<file path="config.mk">
export PLATFORM = sky130hd
export DESIGN_NAME = alu_sequencer
export DESIGN_NICKNAME = d
export VERILOG_FILES = /design/src/rtl/alu_sequencer.sv
export SDC_FILE = /design/constraint.sdc
export NUM_CORES = 1
export LEC_CHECK = 0
export BUFFER_PORTS_ARGS = -buffer_cell sky130_fd_sc_hd__buf_2
export CORE_UTILIZATION = 61
export CTS_BUF_LIST = sky130_fd_sc_hd__clkbuf_4 sky130_fd_sc_hd__clkbuf_8 sky130_fd_sc_hd__clkbuf_16
export CTS_CLUSTER_SIZE = 14
export DETAILED_ROUTE_END_ITERATION = 12
export PLACE_DENSITY = 0.81
export SKIP_LAST_GASP = 1
export SLEW_MARGIN = 10
export SYNTH_ARGS = -nofsm -noshare
export SYNTH_HDL_FRONTEND = slang
export SYNTH_SLANG_ARGS = --single-unit
</file>
<file path="constraint.sdc">
create_clock -name clock -period 9 [get_ports clock]
set_input_delay 2.7 -clock clock [delete_from_list [all_inputs] [get_ports clock]]
set_output_delay 2.7 -clock clock [all_outputs]
set_load 0.02 [all_outputs]
</file>
<file path="src/rtl/alu_sequencer.sv">
// Microsequencer that runs a stored program of ALU operations on an external
// accumulator datapath: clear, then one issue/write pair per instruction.
module alu_sequencer #(
  parameter int unsigned PROG_DEPTH = 8,
  parameter int unsigned ADDR_W     = 3
) (
  input  logic              clock,
  input  logic              reset,
  input  logic              prog_we,
  input  logic [ADDR_W-1:0] prog_addr,
  input  logic [6:0]        prog_data,
  input  logic              start,
  input  logic [ADDR_W:0]   length,
  input  logic              abort,
  output logic [2:0]        alu_op,
  output logic [3:0]        alu_a,
  output logic              acc_clear,
  output logic              acc_load,
  input  logic [7:0]        alu_result,
  output logic              busy,
  output logic              done,
  output logic [ADDR_W-1:0] pc,
  output logic [7:0]        result,
  output logic              wr_reject
);

  localparam logic [ADDR_W:0]   DepthW = (ADDR_W+1)'(PROG_DEPTH);
  localparam logic [ADDR_W:0]   LenOne = (ADDR_W+1)'(1);
  localparam logic [ADDR_W-1:0] PcOne  = ADDR_W'(1);

  typedef enum logic [2:0] {
    StIdle,
    StClear,
    StIssue,
    StWrite,
    StDone
  } state_e;

  state_e            state_q, state_d;
  logic [ADDR_W-1:0] pc_q, pc_d;
  logic [ADDR_W:0]   len_q, len_d;
  logic [7:0]        result_q, result_d;
  logic [2:0]        alu_op_q, alu_op_d;
  logic [3:0]        alu_a_q, alu_a_d;
  logic              last_instr;

  // Program memory deliberately has no reset so a loaded program survives it.
  logic [6:0] mem [PROG_DEPTH];

  always_ff @(posedge clock) begin
    if (prog_we && (state_q == StIdle)) begin
      mem[prog_addr] <= prog_data;
    end
  end

  assign last_instr = ({1'b0, pc_q} == (len_q - LenOne));

  always_comb begin
    state_d   = state_q;
    pc_d      = pc_q;
    len_d     = len_q;
    result_d  = result_q;
    alu_op_d  = alu_op_q;
    alu_a_d   = alu_a_q;
    acc_clear = 1'b0;
    acc_load  = 1'b0;
    done      = 1'b0;

    case (state_q)
      StIdle: begin
        if (start) begin
          len_d   = (length > DepthW) ? DepthW : length;
          pc_d    = '0;
          state_d = StClear;
        end
      end
      StClear: begin
        acc_clear = 1'b1;
        if (abort) begin
          state_d = StIdle;
        end else if (len_q == '0) begin
          result_d = 8'h00;
          state_d  = StDone;
        end else begin
          state_d = StIssue;
        end
      end
      StIssue: begin
        state_d = abort ? StIdle : StWrite;
      end
      StWrite: begin
        if (abort) begin
          state_d = StIdle;
        end else begin
          acc_load = 1'b1;
          if (last_instr) begin
            result_d = alu_result;
            state_d  = StDone;
          end else begin
            pc_d    = pc_q + PcOne;
            state_d = StIssue;
          end
        end
      end
      StDone: begin
        done    = 1'b1;
        state_d = StIdle;
      end
      default: begin
        state_d = StIdle;
      end
    endcase

    // Fetch on entry to ISSUE so the ALU inputs are settled for the whole pair.
    if (state_d == StIssue) begin
      alu_op_d = mem[pc_d][6:4];
      alu_a_d  = mem[pc_d][3:0];
    end
  end

  always_ff @(posedge clock) begin
    if (reset) begin
      state_q  <= StIdle;
      pc_q     <= '0;
      len_q    <= '0;
      result_q <= '0;
      alu_op_q <= '0;
      alu_a_q  <= '0;
    end else begin
      state_q  <= state_d;
      pc_q     <= pc_d;
      len_q    <= len_d;
      result_q <= result_d;
      alu_op_q <= alu_op_d;
      alu_a_q  <= alu_a_d;
    end
  end

  assign busy      = (state_q != StIdle);
  assign wr_reject = prog_we && busy;
  assign pc        = pc_q;
  assign result    = result_q;
  assign alu_op    = alu_op_q;
  assign alu_a     = alu_a_q;

endmodule
</file>
# Word level (Yosys, flattened, before mapping)
# Memory sizes are Yosys's and may differ from the RTL's. A register that Yosys moved wholly into a read port is not among the register bits.
# Index checks and enable logic that the tools add are counted.
[op_classes] n_addsub=2 magnitude_cmp=1 eq_ne=10 muxes=23 reduce_logical=8
[ops] op="$mux 8" count=4
[ops] op="$mux 3" count=8
[ops] op="$pmux 8 s2" count=1
[ops] op="$pmux 3 s4" count=1
[ops] op="$eq 3x2->1 const B" count=3
[ops] op="$ne 2x2->1 const B" count=4
[ops] op="$mux 1" count=6
[ops] op="$pmux 3 s2" count=1
[ops] op="$reduce_and 5->1" count=1
[ops] op="$eq 3x4->1" count=1
[ops] op="$gt 4x4->1 const B" count=1
[ops] op="$logic_not 4->1" count=1
[ops] op="$mux 4" count=1
[ops] op="$sub 4x1->4 const B" count=1
[ops] op="$add 3x1->3 const B" count=1
[ops] op="$eq 3x1->1 const B" count=1
[ops] op="$eq 3x3->1 const B" count=1
[ops] op="$logic_not 3->1" count=1
[ops] op="$reduce_bool 3->1" count=1
[ops] op="$logic_and 1x1->1" count=2
[ops] op="$mux 2" count=1
[ops] op="$reduce_and 2->1" count=1
[ops] op="$reduce_bool 2->1" count=1
[totals] register_bits=18 mem_bits_rw=56 input_bits=27 output_inout_bits=23 elab_cells=49 memories=1
[memory_table] memory="mem" words=8 word_bits=7 rd=1 rd_ports_with_merged_regs=1 write_ports=1 line_no="48" rtl="logic [6:0] mem [PROG_DEPTH];"

# Depth between registers and ports, before layout
# Gate-level depths: netlist of run 1.
[depth] ltp_word=6 ltp_mapped=10 mapped_depth_nobuf=9

# Least setup slack after synthesis of run 1
# Ideal clock, no wire load.
[synth_timing] path_kind="input to output" start="input port abort" end="output port acc_load" arrival_ns=3.345 t_required_ns=6.300 path_slack_ns=2.955 stages=2 n_path_buf=1 path_cell_list="clkbuf_8 -> nor3_1"
[synth_via] elab_chain_len=2
[synth_rtl] element="start: declaration" line_no="14" rtl="input logic abort,"
[synth_rtl] element="$mux 1" line_no="92" rtl="if (abort) begin"
[synth_rtl] element="$mux 1" line_no="69" rtl="case (state_q)"
[synth_rtl] element="end: declaration" line_no="18" rtl="output logic acc_load,"
# No other way between the ends.

# Worst setup path after layout of run 1
# Same ends and word-level chain as after synthesis.

==> results of run 1 <==
[worst max-delay path by stage]
stage                from  endpoint  slack, ns  cells after the start
floorplan           abort  acc_load       2.96                      2
global placement    abort  acc_load       3.08                      3
detailed placement  abort  acc_load       3.07                      3
CTS                 abort  acc_load       3.07                      3
global route        abort  acc_load       3.02                      3
finish              abort  acc_load       3.07                      3
[logic make-up after synthesis]
kind of cell | Yosys count
xor+xnor | 5
buf+inv | 18
flops | 81
fa+ha+maj | 3
mux | 29
simple gates | 76
compound gates | 53
[routing by layer]
metal | track usage (%) | part of all wire (%) | up-vias | wire [microns]
li1 | - | - | 1105 | -
met1 | 24.64 | 41 | 1074 | 2597
met2 | 39.91 | 53 | 60 | 3380
met3 | 5.765 | 4.5 | 8 | 285
met4 | 9.623 | 1.6 | 0 | 101
met5 | 0 | 0 | - | 0
[Yosys cell counts (3+ instances only)]
cell      number
nor2_1        21
a22oi_1        7
nand2_1       15
nor4_1         3
nand3_1        9
xor2_1         3
dfxtp_1       25
nor3_1         6
inv_1          5
edfxtp_1      56
clkbuf_1       4
a22o_2         3
a22o_1         3
a221oi_1       6
ha_1           3
o21a_1         3
mux2i_1       29
clkbuf_8       3
a21oi_1       15
nor3b_1        4
[metrics by stage]
stage / area [sq um] / total power [mW] / hold slack, ns / util, % / setup WS (ns)
after floorplan: 3502 / 0.4426 / 0.5041 / - / 2.955
after CTS: 3946 / 0.7463 / 0.4565 / 71.67 / 3.074
after global routing: 3946 / 0.7645 / 0.4776 / 71.67 / 3.017
after detailed placement: 3721 / 0.4572 / 0.4446 / 67.58 / 3.074
after global placement: 3721 / 0.4556 / 0.4364 / 67.58 / 3.077
final: 3946 / 0.7430 / 0.4532 / 71.67 / 3.075
[critical path, cell delays in order]
cell and delay [ns]:
buf_2 0.17, nor3_1 0.18, buf_2 0.18
[report_power, final]
group          internal, mW  switching, mW  leakage (nW)
clock network         0.159          0.135         0.107
logic                0.0148         0.0260         0.729
registers             0.404        0.00375         0.710
total                 0.578          0.165          1.55
[sequential cells by signal, summed over array words and instances (netlist names)]
| signal | flops |
|---|---|
| alu_a | 4 |
| alu_op | 3 |
| mem | 56 |
| state_q | 3 |
| result | 8 |
| pc | 3 |
| len_q | 4 |
[cell type report]
cell class                 count  area (sq um)  share of cell area [%]
clock inverter                 7         101.3                   2.568
sequential                    81          2182                   55.29
timing repair buffer          49         245.2                   6.214
tap                           72         90.09                   2.283
multi-input combinational    166          1185                   30.03
inverter                       5         18.77                  0.4756
clock buffer                   9         123.9                   3.139
==> out/results.md, run 1 <==
| Metric | Reported | Unit |
| --- | --- | --- |
| Status | complete, no violations | - |
| Hold path endpoint | result[0]$_SDFFE_PP0P_ | - |
| Dominant register cell in the synthesized netlist | edfxtp_1 | - |
| Final setup violating endpoints | 0 | - |
| Layout overhead on the synthesized area | 12.68 | % |
| Share of the synthesized area in compound gates (AO/OA/AOI/OAI) | 11.40 | % |
| Number of global-route vias before repair | 2122 | - |
| Die Height | 77.77 | microns |
| Remaining Overflow, GRT | 0 | - |
| Root buffer selected by CTS | clkbuf_8 | - |
| Highest-count cells in the layout ignoring fill and taps | edfxtp_1 (56), buf_2 (49), mux2i_1 (29), dfxtp_1 (25), nor2_1 (21) | - |
| Number of sinks driven by the clock tree | 81 | - |
| Synth Instances | 265 | - |
| Post-CTS Setup Bufs | 0 | - |
| Ratio of final minimum period to clock period | 65.83 | % |
| RSZ-0062 raised after global routing | false | - |
| GRT Overall Usage | 22.20 | % |
| Share of synthesized cell area in and, or, nand and nor gates | 11.43 | % |
| Worst r2r path cells | 9 | - |
| Number of levels the H-tree was split into | 3 | - |
| Vias after detailed routing | 2247 | - |
| Overall die width | 77.77 | microns |
| Startpoint types | primary input | - |
| Combined area of all synthesized cells | 0.003502 | sq mm |
| Setup_tns | 0 | ns |
| Async set or reset register ratio after synthesis | 0 | % |
| Initial antenna violation count | 0 | - |
| Initial core utilization | 63.60 | % |
| Post-CTS Resized | 0 | - |
| Sequential share of the synthesized area | 62.31 | % |
| Syn_nets | 295 | - |
| Bufs on Longest Clock Path | 2 | - |
| Number of enable-type register cells in the synthesized netlist | 56 | - |
| Biggest area contributors in the synthesized netlist | edfxtp_1 (48%), dfxtp_1 (14%), mux2i_1 (8.3%), nor2_1 (2.3%), a21oi_1 (2.1%) | - |
| Later-pin clock latency in the skew report | 0.34 | ns |
| Most common library cell in the layout ignoring fill and taps | edfxtp_1 | - |
| Maximum number of pins on one net before global-route repair | 21 | - |
| Least-Margin Pin Slew | 1.144 | ns |
| Worst clock skew on the final layout | 0.01147 | ns |
| Filler Cell Count | 378 | - |
| Required time reported for the critical path endpoint | 6.30 | ns |
| Weighted congestion at the end of routability-driven global placement | 0.8130 | - |
| Total power per unit cell area | 188.3 | mW/mm^2 |
| Number of placed cells counting well taps | 373 | - |
| Min Tclk post-route | 5.925 | ns |
| Reg-to-reg critical path endpoint | alu_a[3]$_SDFFE_PP0N_ | - |
| Worst setup EP type | output port | - |
| Pins over their slew limit | 0 | - |
| Count of maximum capacitance violations | 0 | - |
| Number of design rule violations left after detail routing | 0 | - |
| Post-detailed-route wirelength per cell | 16.36 | microns |
| Class of the most critical hold timing path | flop to flop | - |
| Wire length after detailed routing | 6365 | microns |
| Largest area contributor in the synthesized netlist | edfxtp_1 | - |
| Post-Synth XOR/XNOR Area | 1.643 | % |
| Syn Area/Cell | 13.22 | sq um |
| Drt first pass iters | 5 | - |
| Worst-path maximum fanout | 12 | - |
| Hold wc startpoint | result[0]$_SDFFE_PP0P_ | - |
| CTS tree | built | - |
| Top-area cell type share of the netlist area | 48.02 | % |
| Type of the worst setup path | primary input to output port | - |
| Register clock-pin slew on the reported worst setup and hold paths | 0.08 | ns |
| Global-route wire length before repair | 9777 | microns |
| Synthesis warning total | 0 | - |
| Floorplan core area | 0.005507 | sq mm |
| Total number of nets in the final design | 342 | - |
| Number of ports placed on the die boundary | 50 | - |
| Row cnt | 27 | - |
| Number of buffers inserted for hold repair after clock tree synthesis | 0 | - |
| Startpoint of the most critical register-to-register path | len_q[0]$_SDFFE_PP0P_ | - |
| Count of input and output buffers | 49 | - |
| Post-synthesis cell type count | 52 | - |
| Cell Count, Final, Fillers Out | 389 | - |
| Largest family of logic cells by synthesized area | simple AND/OR/NAND/NOR gates | - |
| Die Area | 0.006048 | sq mm |
| Number of antenna repair diodes | 0 | - |
| Number of DRC violations after detailed-routing iteration 0 | 126 | - |
| Final hold viol count | 0 | - |
| Peak VDD IR | 0.1374 | mV |
| Number of buffers inserted during clock tree synthesis | 9 | - |
| Worst hold path stage count | 2 | - |
| Estimated wirelength of the detail-placed design | 4363 | microns |
| Maximum achievable frequency | 168.8 | MHz |
| Post-DRT Antenna Nets | 0 | - |
| Share of cells above drive strength 1 | 24.29 | % |
| Leakage | 1.546 | nW |
| Register-to-register setup slack | 5.78 | ns |
| CP arrival | 3.23 | ns |
| Worst slew margin relative to its limit | 23.15 | % |
| Vias per cell | 5.776 | - |
| Post-synthesis share of cell area spent on full adders, half adders and majority gates | 1.072 | % |
| Flip-flop and latch count after synthesis | 81 | - |
| Multiplexer share of the synthesized area | 8.289 | % |
Power figures use the tool's default switching activity.
==> inputs of run 2 (changes only) <==
--- a/config.mk
+++ b/config.mk
@@ -5,12 +5,13 @@
 export SDC_FILE = /design/constraint.sdc
 export NUM_CORES = 1
 export LEC_CHECK = 0
+export ABC_AREA = 1
 export BUFFER_PORTS_ARGS = -buffer_cell sky130_fd_sc_hd__buf_2
-export CORE_UTILIZATION = 61
+export CORE_UTILIZATION = 52
 export CTS_BUF_LIST = sky130_fd_sc_hd__clkbuf_4 sky130_fd_sc_hd__clkbuf_8 sky130_fd_sc_hd__clkbuf_16
 export CTS_CLUSTER_SIZE = 14
 export DETAILED_ROUTE_END_ITERATION = 12
-export PLACE_DENSITY = 0.81
+export PLACE_DENSITY = 0.73
 export SKIP_LAST_GASP = 1
 export SLEW_MARGIN = 10
 export SYNTH_ARGS = -nofsm -noshare
==> constraint.sdc (replaced) <==
create_clock -name clock -period 5.25 [get_ports clock]
set_input_delay 1.575 -clock clock [delete_from_list [all_inputs] [get_ports clock]]
set_output_delay 1.575 -clock clock [all_outputs]
set_load 0.02 [all_outputs]
==> run 2 against run 1 <==
Against the previous run: sequential cell count unchanged; die area rose by 27%; wire length rose by 24%; sequential share of layout area is 4.9 points lower; largest power group unchanged.
==> out/results.md, run 2 <==
| Metric | Reported | Unit | Delta |
| --- | --- | --- | --- |
| Vias per cell | 5.214 | - | -9.7% |
| Worst clock skew on the final layout | 0.01848 | ns | +0.007007 ns |
| Remaining Overflow, GRT | 0 | - | unchanged |
| Drt first pass iters | 5 | - | unchanged |
| Top cells by instance count after synthesis | nand2_1 (83), nand3_1 (73), inv_1 (62) | - |  |
| Highest-count cells in the layout ignoring fill and taps | nand2_1 (83), nand3_1 (73), inv_1 (62), edfxtp_1 (56), buf_2 (49) | - |  |
| Ratio of final minimum period to clock period | 67.92 | % |  |
| Peak VDD IR | 0.1776 | mV | +29% |
| Dominant register cell in the synthesized netlist | edfxtp_1 | - |  |
| Post-synthesis cell type count | 39 | - | -25% |
| Count of maximum capacitance violations | 0 | - | unchanged |
| CTS tree | built | - |  |
| Number of buffers inserted during clock tree synthesis | 9 | - | unchanged |
| Combined area of all synthesized cells | 0.003809 | sq mm | +8.8% |
| Min Tclk post-route | 3.566 | ns |  |
| Crit-path max cell delay | 0.16 | ns | -0.02 ns |
| Sequential share of the synthesized area | 57.29 | % | -5.0 points |
| Class of the most critical hold timing path | flop to flop | - |  |
| Later-pin clock latency in the skew report | 0.36 | ns | +0.02 ns |
| Maximum achievable frequency | 280.4 | MHz |  |
| Register-to-register setup slack | 1.75 | ns | -4.03 ns |
| Number of ports placed on the die boundary | 50 | - | unchanged |
| RSZ-0062 raised after global routing | false | - |  |
| Startpoint types | primary input | - |  |
| Most common library cell in the layout ignoring fill and taps | nand2_1 | - |  |
| Pins over their slew limit | 0 | - | unchanged |
| Total number of nets in the final design | 486 | - | +42% |
| Layout overhead on the synthesized area | 13.70 | % |  |
| Die Height | 87.58 | microns | +13% |
| Maximum number of pins on one net before global-route repair | 30 | - | +43% |
| Least-Margin Pin Slew | 1.153 | ns | +0.008702 ns |
| Number of sinks driven by the clock tree | 81 | - | unchanged |
| Worst path most repeated cell | buf_2 | - |  |
| Cell area after placement | 0.004094 | sq mm | +10% |
| Number of DRC violations after detailed-routing iteration 0 | 209 | - | +66% |
| CP arrival | 1.99 | ns | -1.24 ns |
| Overall die width | 87.58 | microns | +13% |
| Syn Area/Cell | 9.312 | sq um | -30% |
| Number of design rule violations left after detail routing | 0 | - | unchanged |
| Count of input and output buffers | 49 | - | unchanged |
| Post-detailed-route wirelength per cell | 14.14 | microns | -14% |
| Status | complete, no violations | - |  |
| Worst slew margin relative to its limit | 22.95 | % | -0.21 points |
| Bufs on Longest Clock Path | 2 | - | unchanged |
| Post-DRT Antenna Nets | 0 | - | unchanged |
| Register with the highest flop count | mem | - |  |
| Cell with the most instances after synthesis | nand2_1 | - |  |
| Share of cells above drive strength 1 | 21.91 | % | -2.4 points |
| Syn_nets | 439 | - | +49% |
| Leakage | 1.909 | nW | +24% |
| Post-CTS Resized | 0 | - | unchanged |
| CP max stage cell | buf_2 | - |  |
| Register clock-pin slew on the reported worst setup and hold paths | 0.08 | ns | about the same |
| Vias after detailed routing | 2904 | - | +29% |
| Synth Instances | 409 | - | +54% |
| Number of levels the H-tree was split into | 3 | - | unchanged |
| Row cnt | 30 | - | +11% |
| Async set or reset register ratio after synthesis | 0 | % | unchanged |
| Biggest area contributors in the synthesized netlist | edfxtp_1 (44%), dfxtp_1 (13%), nand3_1 (9.6%), nand2_1 (8.2%), inv_1 (6.1%) | - |  |
| Final hold viol count | 0 | - | unchanged |
| Number of buffers inserted for hold repair after clock tree synthesis | 0 | - | unchanged |
| Wire length after detailed routing | 7875 | microns | +24% |
| Post-CTS Setup Bufs | 0 | - | unchanged |
| Total power per unit cell area | 319.2 | mW/mm^2 | +70% |
| GRT Overall Usage | 22.40 | % | +0.20 points |
| Number of flip-flops under the largest register name | 56 | - | unchanged |
| Die Area | 0.007670 | sq mm | +27% |
| Worst hold-check slack | 0.4631 | ns | +0.009871 ns |
| Initial core utilization | 54.85 | % | -8.8 points |
| Type of the worst setup path | primary input to output port | - |  |
| Synthesis warning total | 0 | - | unchanged |
| Worst-path maximum fanout | 5 | - | -7 |
| Top-area cell type share of the netlist area | 44.15 | % | -3.9 points |
| Estimated wirelength of the detail-placed design | 5308 | microns | +22% |
| Number of enable-type register cells in the synthesized netlist | 56 | - | unchanged |
| Initial antenna violation count | 0 | - | unchanged |
| Weighted congestion at the end of routability-driven global placement | 0.8084 | - | -0.57% |
| Root buffer selected by CTS | clkbuf_8 | - |  |
| Setup_tns | 0 | ns | unchanged |
| Number of antenna repair diodes | 0 | - | unchanged |
| Largest area contributor in the synthesized netlist | edfxtp_1 | - |  |
| Design area | 0.004330 | sq mm | +9.7% |
| Flip-flop and latch count after synthesis | 81 | - | unchanged |
| Final setup violating endpoints | 0 | - | unchanged |
| Floorplan core area | 0.006944 | sq mm | +26% |
| Number of global-route vias before repair | 2598 | - | +22% |
| Worst setup EP type | output port | - |  |
| Sequence of cells on the critical path | buf_2, nor2_4, buf_2 | - |  |
| Global-route wire length before repair | 12630 | microns | +29% |
| Required time reported for the critical path endpoint | 3.68 | ns | -2.62 ns |
==> run 2: final cells by class <==
type,instances,area [sq um]
flip-flops and latches,81,2182
repair buffers,50,252.7
well taps,96,120.1
multi-input cells,242,1259
fillers,585,2614
clock buffers,12,181.4
inverters,72,280.3
clock inverters,4,55.05
==> run 2: critical path: cells and delay by family <==
family	cells	cell delay (ns)
buffers and inverters	2	0.30
and+or+nand+nor	1	0.11
==> run 2: kinds of logic after synthesis <==
logic type,count (synthesis),synth area share (%)
AO/OA/AOI/OAI,37,6.111
adder cells (fa/ha/maj),3,0.9857
buffers and inverters,86,9.659
flip-flops,81,57.29
AND/OR/NAND/NOR,202,25.95
==> run 2: worst paths after layout <==
check / startpoint / endpoint / depth (start not counted)
max: abort / acc_load / 3
min: result[4]$_SDFFE_PP0P_ / result[4]$_SDFFE_PP0P_ / 2
max reg2reg: state_q[0]$_SDFF_PP0_ / alu_op[0]$_SDFFE_PP0N_ / 10
min reg2reg: result[4]$_SDFFE_PP0P_ / result[4]$_SDFFE_PP0P_ / 2
==> run 2: routing by layer <==
| layer | global-route usage, % | vias to the layer above | routed length, microns |
|---|---|---|---|
| li1 | - | 1443 | - |
| met1 | 28.46 | 1337 | 3489 |
| met2 | 37.43 | 114 | 3782 |
| met3 | 5.184 | 10 | 492 |
| met4 | 8.644 | 0 | 110 |
| met5 | 0 | - | 0 |
==> run 2: power breakdown <==
group / switching, mW / internal [mW]
clock network: 0.230 / 0.285
registers: 0.00749 / 0.696
logic: 0.115 / 0.0480
total: 0.352 / 1.03
==> run 2: stage by stage <==
stage | total power, mW | setup slack [ns] | instances | utilization, %
floorplan | 0.8317 | 1.775 | 409 | -
global placement | 0.8749 | 1.568 | 541 | 58.96
detailed placement | 0.8794 | 1.496 | 541 | 58.96
CTS | 1.388 | 1.681 | 557 | 62.36
global route | 1.439 | 1.454 | 557 | 62.36
finish | 1.382 | 1.684 | 557 | 62.36
